File: config.mk
export PLATFORM = sky130hd
export DESIGN_NAME = jk_cmd_driver_flat
export DESIGN_NICKNAME = d
export VERILOG_FILES = /design/src/rtl/jk_pkg.sv /design/src/rtl/jk_cmd_driver_if.sv /design/src/rtl/jk_cmd_fifo.sv /design/src/rtl/jk_cmd_driver.sv /design/src/flat_wrapper.sv
export SDC_FILE = /design/constraint.sdc
export NUM_CORES = 1
export LEC_CHECK = 0
export BUFFER_PORTS_ARGS = -buffer_cell sky130_fd_sc_hd__buf_4
export CORE_ASPECT_RATIO = 1.2
export CORE_MARGIN = 10
export CORE_UTILIZATION = 65
export CTS_BUF_LIST = sky130_fd_sc_hd__clkbuf_4 sky130_fd_sc_hd__clkbuf_8
export DETAILED_ROUTE_END_ITERATION = 10
export PLACE_DENSITY = 0.86
export SKIP_LAST_GASP = 1
export SLEW_MARGIN = 0
export SYNTH_ARGS = -nofsm -noshare
export SYNTH_HDL_FRONTEND = slang
export SYNTH_SLANG_ARGS = --single-unit
File: constraint.sdc
create_clock -name clk -period 4.5 [get_ports clk]
set_input_delay 0.675 -clock clk [delete_from_list [all_inputs] [get_ports clk]]
set_output_delay 0.675 -clock clk [all_outputs]
set_load 0.005 [all_outputs]
File: src/rtl/jk_pkg.sv
// Shared types and the J/K flip-flop next-state rule for the command driver
// and anything that models the downstream flip-flop.
package jk_pkg;

    typedef enum logic [1:0] {
        JK_HOLD   = 2'b00,
        JK_RESET  = 2'b01,
        JK_SET    = 2'b10,
        JK_TOGGLE = 2'b11
    } jk_op_t;

    typedef enum logic {
        IDLE = 1'b0,
        RUN  = 1'b1
    } drv_state_t;

    function automatic logic jk_q_next(input logic q, input jk_op_t op);
        logic q_n;
        case (op)
            JK_HOLD:  q_n = q;
            JK_RESET: q_n = 1'b0;
            JK_SET:   q_n = 1'b1;
            default:  q_n = ~q;
        endcase
        return q_n;
    endfunction

endpackage

File: src/rtl/jk_cmd_driver_if.sv
// Command channel into the J/K driver.
// A command transfers on a rising edge where cmd_valid && cmd_ready; the master
// holds cmd_op/cmd_count stable while cmd_valid is high and not yet accepted.
interface jk_cmd_driver_if #(
    parameter int CNT_W = 4
);
    import jk_pkg::*;

    logic             cmd_valid;
    logic             cmd_ready;
    jk_op_t           cmd_op;
    logic [CNT_W-1:0] cmd_count;

    modport master (output cmd_valid, output cmd_op, output cmd_count, input cmd_ready);
    modport slave  (input cmd_valid, input cmd_op, input cmd_count, output cmd_ready);

endinterface

File: src/rtl/jk_cmd_fifo.sv
// Small synchronous FIFO holding queued {op, count} commands. Pointers carry an
// extra wrap bit so full and empty are distinguishable without a counter.
module jk_cmd_fifo #(
    parameter int DEPTH = 4,
    parameter int W     = 6
) (
    input  logic         clk,
    input  logic         rst_n,
    input  logic         push,
    input  logic [W-1:0] wdata,
    input  logic         pop,
    output logic [W-1:0] rdata,
    output logic         full,
    output logic         empty
);
    localparam int AW = $clog2(DEPTH);

    logic [AW:0]  wr_ptr;
    logic [AW:0]  rd_ptr;
    logic [W-1:0] mem [DEPTH];

    always_ff @(posedge clk or negedge rst_n) begin
        if (!rst_n) begin
            wr_ptr <= '0;
            rd_ptr <= '0;
        end else begin
            if (push) wr_ptr <= wr_ptr + (AW+1)'(1);
            if (pop)  rd_ptr <= rd_ptr + (AW+1)'(1);
        end
    end

    always_ff @(posedge clk) begin
        if (push) mem[wr_ptr[AW-1:0]] <= wdata;
    end

    assign rdata = mem[rd_ptr[AW-1:0]];
    assign empty = (wr_ptr == rd_ptr);
    assign full  = (wr_ptr[AW] != rd_ptr[AW]) && (wr_ptr[AW-1:0] == rd_ptr[AW-1:0]);

endmodule

File: src/rtl/jk_cmd_driver.sv
// Replays queued J/K commands as registered {j,k} pairs for count+1 cycles each,
// and tracks the q that the downstream flip-flop should hold.
module jk_cmd_driver
    import jk_pkg::*;
#(
    parameter int DEPTH = 4,
    parameter int CNT_W = 4
) (
    input  logic                  clk,
    input  logic                  rst_n,
    jk_cmd_driver_if.slave        cmd,
    output logic                  j,
    output logic                  k,
    output logic                  busy,
    output logic                  done,
    output logic                  q_model,
    output drv_state_t            fsm_state
);
    localparam int W = 2 + CNT_W;

    logic             push;
    logic             pop;
    logic             full;
    logic             empty;
    logic [W-1:0]     head;
    logic [1:0]       head_op;
    logic [CNT_W-1:0] head_cnt;

    drv_state_t       state_r, state_n;
    logic [1:0]       jk_r, jk_n;
    logic [CNT_W-1:0] cnt_r, cnt_n;
    logic             done_r, done_n;
    logic             busy_r, busy_n;
    logic             q_r;

    assign push          = cmd.cmd_valid && !full;
    assign cmd.cmd_ready = !full;
    assign head_op       = head[W-1:CNT_W];
    assign head_cnt      = head[CNT_W-1:0];

    jk_cmd_fifo #(.DEPTH(DEPTH), .W(W)) u_fifo (
        .clk   (clk),
        .rst_n (rst_n),
        .push  (push),
        .wdata ({cmd.cmd_op, cmd.cmd_count}),
        .pop   (pop),
        .rdata (head),
        .full  (full),
        .empty (empty)
    );

    always_ff @(posedge clk or negedge rst_n) begin
        if (!rst_n) begin
            state_r <= IDLE;
            jk_r    <= JK_HOLD;
            cnt_r   <= '0;
            done_r  <= 1'b0;
            busy_r  <= 1'b0;
            q_r     <= 1'b0;
        end else begin
            state_r <= state_n;
            jk_r    <= jk_n;
            cnt_r   <= cnt_n;
            done_r  <= done_n;
            busy_r  <= busy_n;
            // The flip-flop samples the same j/k we are presenting right now.
            q_r     <= jk_q_next(q_r, jk_op_t'(jk_r));
        end
    end

    always_comb begin
        state_n = state_r;
        jk_n    = jk_r;
        cnt_n   = cnt_r;
        done_n  = 1'b0;
        pop     = 1'b0;
        case (state_r)
            IDLE: pop = !empty;
            RUN: begin
                if (cnt_r != '0) begin
                    cnt_n  = cnt_r - CNT_W'(1);
                    done_n = (cnt_r == CNT_W'(1));
                end else if (!empty) begin
                    pop = 1'b1;
                end else begin
                    state_n = IDLE;
                    jk_n    = JK_HOLD;
                end
            end
            default: state_n = IDLE;
        endcase
        // A pop from either state loads the next command with no bubble.
        if (pop) begin
            state_n = RUN;
            jk_n    = head_op;
            cnt_n   = head_cnt;
            done_n  = (head_cnt == '0);
        end
        busy_n = (state_n == RUN) || push || !empty;
    end

    always_comb begin
        j         = jk_r[1];
        k         = jk_r[0];
        done      = done_r;
        busy      = busy_r;
        q_model   = q_r;
        fsm_state = state_r;
    end

endmodule

File: src/flat_wrapper.sv
// flat-port wrapper written by rule: the top's interface ports become plain ports
module jk_cmd_driver_flat import jk_pkg::*;
#(
    parameter int DEPTH = 4,
    parameter int CNT_W = 4
)
  (clk, rst_n, j, k, busy, done, q_model, fsm_state, cmd_cmd_valid, cmd_cmd_op, cmd_cmd_count, cmd_cmd_ready);
  jk_cmd_driver_if #(.CNT_W(CNT_W)) cmd_i ();
  input  logic clk;
  input  logic rst_n;
  output logic j;
  output logic k;
  output logic busy;
  output logic done;
  output logic q_model;
  output drv_state_t fsm_state;
  input wire logic [$bits(cmd_i.cmd_valid)-1:0] cmd_cmd_valid;
  input wire logic [$bits(cmd_i.cmd_op)-1:0] cmd_cmd_op;
  input wire logic [$bits(cmd_i.cmd_count)-1:0] cmd_cmd_count;
  output wire logic [$bits(cmd_i.cmd_ready)-1:0] cmd_cmd_ready;
  assign cmd_i.cmd_valid = cmd_cmd_valid;
  assign cmd_i.cmd_op = cmd_cmd_op;
  assign cmd_i.cmd_count = cmd_cmd_count;
  assign cmd_cmd_ready = cmd_i.cmd_ready;
  jk_cmd_driver #(.DEPTH(DEPTH), .CNT_W(CNT_W)) u_core (.clk(clk), .rst_n(rst_n), .cmd(cmd_i), .j(j), .k(k), .busy(busy), .done(done), .q_model(q_model), .fsm_state(fsm_state));
endmodule
; Word-level counts from Yosys, hierarchy flattened
; Memory sizes are Yosys's and may differ from the RTL's.
; Cells that the tools add are included.
[totals]
ff_bits = 16
latchBits = 0
mem_bits_rw = 24
mem_bits_ro = 0
in_bits = 9
output_inout_bits = 7
mem_count = 1
[mem_list]
columns = name, depth, word_bits, rd, rd_clocked_by_memory_dff, wr, line
row1 = u_core.u_fifo.mem, 4, 6, 1, 0, 1, jk_cmd_fifo.sv:20  ; logic [W-1:0] mem [DEPTH];
[op_classes]
add_sub_neg = 3
multipliers = 0
div_mod_pow = 0
magnitude_cmp = 0
eq_ne = 7
shift = 0
mux = 19
n_bitwise = 2
n_reduce_logical = 14
[ops]
columns = cell, n
row1 = $mux 4, 3
row2 = $mux 1, 10
row3 = $mux 2, 4
row4 = $add 3x1->3 const B, 2
row5 = $reduce_bool 2->1, 3
row6 = $eq 4x1->1 const B, 1
row7 = $logic_not 4->1, 1
row8 = $reduce_bool 4->1, 1
row9 = $sub 4x1->4 const B, 1
row10 = $eq 3x3->1, 1
row11 = $pmux 1 s3, 1
row12 = $reduce_and 3->1, 1
row13 = $eq 2x1->1 const B, 1
row14 = $eq 2x2->1, 1
row15 = $eq 2x2->1 const B, 1
row16 = $logic_and 1x1->1, 2
row17 = $logic_not 1->1, 2
row18 = $logic_not 2->1, 1
row19 = $logic_or 1x1->1, 2
row20 = $ne 2x1->1 const B, 1
row21 = $not 1->1, 2
row22 = $pmux 1 s2, 1
row23 = $reduce_and 2->1, 1
row24 = $ne 1x1->1, 1

; Logic depth before layout (Yosys ltp)
; Gate-level depths: netlist of run 1.
[depth]
depth_word = 7
mapped_depth = 6
depth_no_buf = 6

; Modules after synthesis
; Synthesis of run 1 repeated with hierarchy kept, for this count alone.
[hier_totals]
hier_cells = 125
hier_area_um2 = 1831.8
[modules_own_cells]
columns = module, instances, cells_per_inst, area_per_inst_um2
row1 = jk_cmd_fifo, 1, 62, 1214.9
row2 = jk_cmd_driver, 1, 63, 616.8

; Worst setup path before layout of run 1
; OpenSTA, ideal clock, no wires.
[synth_path]
kind = register to register
from = register u_core.cnt_r[0]
to = register u_core.u_fifo.rd_ptr[1]
arrival_time_ps = 1591
required_ps = 4372
path_slack_ps = 2781
stages_incl_launch_ff = 6
n_path_buf = 0
period_less_slack_ps = 1719
path_cell_list = dfrtp_1 > inv_1 > ha_1 > or3b_4 > a32oi_4 > mux2_1
[synth_between]
elab_chain_cells = 3
[synth_rtl]
columns = element, line
row1 = from (decl), jk_cmd_driver.sv:31  ; logic [CNT_W-1:0] cnt_r, cnt_n;
row2 = from (signal assigned), jk_cmd_driver.sv:63  ; cnt_r <= cnt_n;
row3 = $reduce_bool 4->1, jk_cmd_driver.sv:80  ; if (cnt_r != '0) begin
row4 = $mux 1, jk_cmd_driver.sv:80
row5 = $pmux 1 s2, jk_cmd_driver.sv:77  ; case (state_r)
row6 = to (signal assigned), jk_cmd_fifo.sv:28  ; if (pop) rd_ptr <= rd_ptr + (AW+1)'(1);
row7 = to (decl), jk_cmd_fifo.sv:19  ; logic [AW:0] rd_ptr;
; Every way passes these cells.
; A chain may end at the register's enable or synchronous reset.

; Final worst setup path of run 1
[layout_path]
from = register u_core.u_fifo.rd_ptr[0]
to = output port cmd_cmd_ready
[layout_between]
elab_chain_cells = 3
[layout_rtl]
columns = element, line
row1 = $eq 2x2->1, jk_cmd_fifo.sv:38  ; assign full = (wr_ptr[AW] != rd_ptr[AW]) && (wr_ptr[AW-1:0] == rd_ptr[AW-1:0]);
row2 = $logic_and 1x1->1, jk_cmd_fifo.sv:38
row3 = $logic_not 1->1, jk_cmd_driver.sv:37  ; assign cmd.cmd_ready = !full;
row4 = to (decl), flat_wrapper.sv:20  ; output wire logic [$bits(cmd_i.cmd_ready)-1:0] cmd_cmd_ready;
; Every way passes these cells.

==> flow_summary_export.csv, run 1 <==
group,metric,value,unit
global_routing,grt_use_total,13.5,%
yosys,yosys-top-cells-area,"edfxtp_1 39%, dfrtp_1 22%, mux4_2 7.3%, ha_1 6.1%, xnor2_4 3.0%",
timing,tns,0,ps
yosys,syn_inst,116,
worst_setup_path,worst_setup_path_start_kind,"flop",
drt,finalWirelength,3.21,mm
yosys,syn_nets,134,
floorplan,fp.dieH,78.6,um
clock_tree,cts_tree,"done",
placement,numPortBuffers,15,
drt,drc,0,
timing,relSlewSlack,59.0,%
timing,hold_viol,0,
layout,syn2layout_area_growth,11.6,%
placement,place_hpwl,2.50,mm
floorplan,start_util,67.3,%
yosys,yosysUniqueCellTypes,38,
drt,highest_layer,"met4",
timing,clock_skew,12.5,ps
drt,wl_per_cell,18.9,um
yosys,synth.largest_area_cell,"edfxtp_1",
drt,dr.pass1.iters,4,
worst_setup_path,critical_path_class,"reg -> out",
timing,period_share,50.8,%
timing,report.final.slew_viol_count,0,
drt,vias_per_cell,6.05,
floorplan,rows,21,
yosys,syn-cell-area,1860,um2
timing,fmax,438,MHz
timing,worstMarginPinSlew,615,ps
clock_tree,cts_buffer_depth,2,
worst_setup_path,cpPeakStageDelay,620,ps
layout,nFillCells,172,
floorplan,die_w,68.8,um
global_routing,antenna_found_initial,0,
timing,timing.hold.ws,154,ps
layout,layout_common_cells,"24 x edfxtp_1, 16 x dfrtp_1, 15 x buf_4",
yosys,async_reset_ff_share,40.0,%
worst_setup_path,cp.required,3830,ps
pwr,p_leak,0.828,nW
clock_tree,clock-sinks,40,
yosys,ys_ff_latch,40,
drt,wl_met2,1.67,mm
timing,period_minus_slack,2280,ps
floorplan,core_region_area,2760,um2
timing,finalSetupViolations,0,
clock_tree,clock_latency,350,ps
pwr,power.density,694,nW/um2
global_routing,grt_pass1_wl,5.37,mm
clock_tree,cts_made_buffers,5,
yosys,synth_ff_type,"edfxtp_1",
drt,vias,1028,
drt,antenna_left,0,
flow_run,cap_violations,0,
clock_tree,path_clk_slew,130,ps
layout,num-nets-final,153,
pwr,vdd_drop_max,0.505,mV
clock_tree,hold_buffers,0,
layout,diodes,0,
worst_setup_path,worstPathMaxFanout,9,
yosys,synth_area_per_cell,16.0,um2
global_routing,grt.overflow.total,0,
floorplan,boundaryPins,16,
floorplan,die_area,5400,um2
global_routing,grt_max_degree,17,
timing,rsz0062_at_grt,"no",
layout,layout_commonest_cell,"edfxtp_1",
worst_setup_path,slowest_stage,"dfrtp_1",
clock_tree,cts_resized,0,
yosys,synth_top_area_share,38.8,%
layout,drive_gt1_share,25.7,%
global_routing,grt_pass1_vias,1049,
clock_tree,cts_root_buffer,"clkbuf_4",
worst_setup_path,cp_cell_sequence,"xnor2_4 -> nand3_1 -> buf_4",
clock_tree,cts_setup_buffers,0,
drt,routed-wl-met3,177,um
yosys,synth_edf_count,24,
drt,drt_iter0_drc,134,
run_status,status,"complete, no violations",
yosys,synth-seq-area-share,60.4,%
worst_setup_path,cp-end-kind,"output port",
yosys,yosysWarnings,0,
drt,wl_met1,1.30,mm
worst_setup_path,worstPathArrival,1610,ps
worst_hold_path,hold_path.class,"in -> async",
clock_tree,h-tree-depth,2,
placement,gp_congestion,0.724,
[metrics by stage]
stage / setup slack [ps] / instance area, um2 / total power [mW] / utilization, % / instances
6_report: 2220 / 2070 / 1.44 / 75.1 / 170
5_1_grt: 2090 / 2070 / 1.54 / 75.1 / 170
4_1_cts: 2170 / 2070 / 1.45 / 75.1 / 170
3_5_place_dp: 2560 / 1990 / 1.21 / 72.1 / 162
3_3_place_gp: 2630 / 1990 / 1.17 / 72.1 / 162
2_1_floorplan: 2780 / 1860 / 1.06 / - / 116
[worst max-delay path: cells and delay by family, from the launching register on]
kind                      cells  cell delay, ps
xor gates and xnor gates      1             370
buffers and inverters         1             150
DFF                           1             620
and+or+nand+nor               1             120
[cell usage after synthesis (2+ instances only)]
cell type and count:
edfxtp_1 24, dfrtp_1 16, ha_1 9, inv_1 8
mux4_2 6, and2_1 4, nand2_1 4, mux2i_1 3
nand3_1 3, o21ai_0 3, xnor2_1 3, xor2_1 3
nand2b_1 2, nor3_1 2, nor3b_1 2, xnor2_4 2
[cell type report]
cell class                 count  area [um2]  area share [%]
inverter                       8        30.0            1.45
tap                           34        42.5            2.05
timing repair buffer          15         113            5.43
multi-input combinational     65         682            32.9
sequential                    40        1120            54.1
clock inverter                 3        46.3            2.23
clock buffer                   5        37.5            1.81
[final timing paths]
kind                                                      from                                  end  slack, ps  cells after the start
min                                                      rst_n          u_core.cnt_r[2]$_DFFE_PN0P_        150                      1
max                        u_core.u_fifo.rd_ptr[0]$_DFFE_PN0P_                        cmd_cmd_ready       2220                      3
min reg2reg                         u_core.q_model$_DFFE_PN0P_           u_core.q_model$_DFFE_PN0P_        490                      1
max reg2reg                u_core.u_fifo.rd_ptr[0]$_DFFE_PN0P_    u_core.u_fifo.mem[3][1]$_DFFE_PP_       2570                      3
min in group clk                    u_core.q_model$_DFFE_PN0P_           u_core.q_model$_DFFE_PN0P_        490                      1
max in group asynchronous                                rst_n  u_core.u_fifo.wr_ptr[0]$_DFFE_PN0P_       4150                      1
[power by group]
part	internal [mW]	switching [mW]
Combinational	0.285	0.271
Sequential	0.510	0.131
Clock	0.119	0.124
[kinds of logic (layout without fill, tap and decap cells)]
kind of cell / after synthesis / count (layout) / synth area share, %
DFF: 40 / 40 / 60.4
muxes: 10 / 10 / 9.50
buffers and inverters: 11 / 31 / 2.90
and+or+nand+nor: 23 / 23 / 7.68
adders and majority gates: 9 / 9 / 6.06
AOI/OAI and AO/OA: 15 / 15 / 7.68
xor gates and xnor gates: 8 / 8 / 5.80
[per-layer routing]
layer  GRT usage [%]  up-vias
li1                -      468
met1            16.0      525
met2            20.7       27
met3            5.11        8
met4            6.52        0
met5               0        -
[sequential cells by signal, summed over array words and instances, names as in the netlist]
signal,cells
u_core.busy,1
u_core.u_fifo.wr_ptr,3
u_core.done,1
u_core.jk_r,2
u_core.u_fifo.mem,24
u_core.u_fifo.rd_ptr,3
u_core.cnt_r,4
u_core.q_model,1
u_core.fsm_state,1
Note: power is estimated with default switching activity, not from simulation.
==> run 2, diff against run 1 <==
Settings changed: CORE_UTILIZATION 65 to 61, PLACE_DENSITY 0.86 to 0.81.
Clock period 4.5 ns to 2.2 ns, I/O delays scaled along.
==> flow_summary_export.csv, run 2 (synthesis gave the netlist of run 1 again) <==
group,metric,value,unit
run_status,status,"complete, no violations",
placement,place_hpwl,2.40,mm
timing,tns,0,ps
clock_tree,hold_buffers,1,
timing,layout_setup_ws,285,ps
worst_setup_path,cp_cell_sequence,"inv_1 -> ha_1 -> or3b_4 -> a32oi_4 -> mux2_1",
global_routing,grt.overflow.total,0,
layout,fin_area,2090,um2
global_routing,grt_max_degree,17,
pwr,power.density,1420,nW/um2
worst_setup_path,cpPeakStageDelay,440,ps
worst_setup_path,rrSetupSlack,280,ps
worst_hold_path,hold_path.class,"in -> reg",
pwr,vdd_drop_max,0.823,mV
drt,drc,0,
layout,layout_common_cells,"24 x edfxtp_1, 16 x buf_4, 16 x dfrtp_1",
drt,drt_iter0_drc,91,
layout,nFillCells,188,
floorplan,die_area,5660,um2
layout,largest_register_ff_count,24,
timing,hold_viol,0,
global_routing,grt_use_total,12.9,%
worst_setup_path,worstPathArrival,2160,ps
timing,period_minus_slack,1920,ps
clock_tree,cts_tree,"done",
drt,wl_per_cell,19.3,um
worst_hold_path,hp-start,"cmd_cmd_op[1]",
timing,clock_skew,21.3,ps
floorplan,die_w,70.4,um
worst_setup_path,cp-end-kind,"flop",
timing,period_share,87.1,%
floorplan,fp.dieH,80.4,um
drt,vias_per_cell,6.04,
layout,finish.utilization,73.0,%
flow_run,cap_violations,0,
pwr,p_leak,0.840,nW
drt,antenna_left,0,
floorplan,start_util,64.8,%
drt,finalWirelength,3.33,mm
worst_setup_path,cp.required,2450,ps
pwr,fin_total_pwr,2.98,mW
drt,dr.pass1.iters,4,
clock_tree,path_clk_slew,130,ps
worst_hold_path,hold_end,"u_core.u_fifo.mem[2][5]$_DFFE_PP_",
layout,final_cell_count_no_fill,172,
timing,report.final.slew_viol_count,0,
timing,fmax,522,MHz
layout,diodes,0,
floorplan,boundaryPins,16,
worst_setup_path,worstReg2RegEnd,"u_core.u_fifo.rd_ptr[1]$_DFFE_PN0P_",
clock_tree,clock_latency,350,ps
worst_setup_path,worst_setup_path_start_kind,"flop",
layout,multiInputGateArea,682,um2
timing,relSlewSlack,67.2,%
clock_tree,cts_setup_buffers,0,
clock_tree,h-tree-depth,2,
timing,finalSetupViolations,0,
layout,layout_commonest_cell,"edfxtp_1",
worst_setup_path,critical_path_class,"reg -> reg",
placement,place_inst,163,
global_routing,grt_pass1_vias,1129,
global_routing,grt_pass1_wl,5.64,mm
clock_tree,cts_made_buffers,5,
floorplan,rows,21,
worst_setup_path,slowest_stage,"dfrtp_1",
worst_setup_path,worstPathMaxFanout,7,
timing,rsz0062_at_grt,"no",
placement,gp_congestion,0.777,
placement,placed_cell_area,2000,um2
timing,timing.hold.ws,177,ps
timing,worstMarginPinSlew,491,ps
placement,dp_worst_setup_slack,307,ps
layout,drive_gt1_share,26.1,%
layout,syn2layout_area_growth,12.6,%
worst_hold_path,hold_depth,1,
global_routing,antenna_found_initial,0,
clock_tree,cts_root_buffer,"clkbuf_4",
layout,num-nets-final,155,
clock_tree,cts_buffer_depth,2,
floorplan,core_region_area,2860,um2
layout,seqCellArea,1120,um2
worst_setup_path,reg2regPathDepth,5,
worst_setup_path,r2r-start,"u_core.cnt_r[0]$_DFFE_PN0P_",
clock_tree,cts_resized,0,
placement,numPortBuffers,15,
drt,vias,1039,
clock_tree,clock-sinks,40,
## run 2: power breakdown
group | leakage [nW] | total [mW] | switching, mW | internal, mW
clock | 0.0454 | 0.491 | 0.249 | 0.243
sequential | 0.406 | 1.30 | 0.259 | 1.04
combinational | 0.389 | 1.18 | 0.583 | 0.600
total | 0.840 | 2.98 | 1.09 | 1.89
## run 2: worst max-delay path, delay by kind of cell, from the launching register on
family	cells	cell delay (ps)
compound gates	1	300
buf+inv	1	100
simple gates	1	420
fa+ha+maj	1	200
flops	1	440
mux	1	360
## run 2: worst max-delay path by stage
stage | start | endpoint | depth (start not counted)
global route | u_core.u_fifo.rd_ptr[0]$_DFFE_PN0P_ | u_core.u_fifo.mem[3][4]$_DFFE_PP_ | 3
CTS | u_core.cnt_r[0]$_DFFE_PN0P_ | u_core.u_fifo.rd_ptr[1]$_DFFE_PN0P_ | 5
detailed placement | u_core.cnt_r[0]$_DFFE_PN0P_ | u_core.u_fifo.rd_ptr[1]$_DFFE_PN0P_ | 5
floorplan | u_core.cnt_r[0]$_DFFE_PN0P_ | u_core.u_fifo.rd_ptr[1]$_DFFE_PN0P_ | 5
global placement | u_core.cnt_r[0]$_DFFE_PN0P_ | u_core.u_fifo.rd_ptr[1]$_DFFE_PN0P_ | 5
finish | u_core.cnt_r[0]$_DFFE_PN0P_ | u_core.u_fifo.rd_ptr[1]$_DFFE_PN0P_ | 5
## run 2: final cells by class
class / count / share of cell area, %
flip-flops and latches: 40 / 53.6
repair buffers: 17 / 6.22
clock buffers: 5 / 1.80
clock inverters: 3 / 2.27
multi-input cells: 65 / 32.6
well taps: 34 / 2.03
inverters: 8 / 1.44
## run 2: routing by layer
layer  up-vias  share of wire [%]  GRT usage [%]
met3         4                5.9           5.41
met4         0               0.81           6.13
met5         -                  0              0
li1        477                  -              -
met1       528                 38           13.4
met2        30                 56           22.1
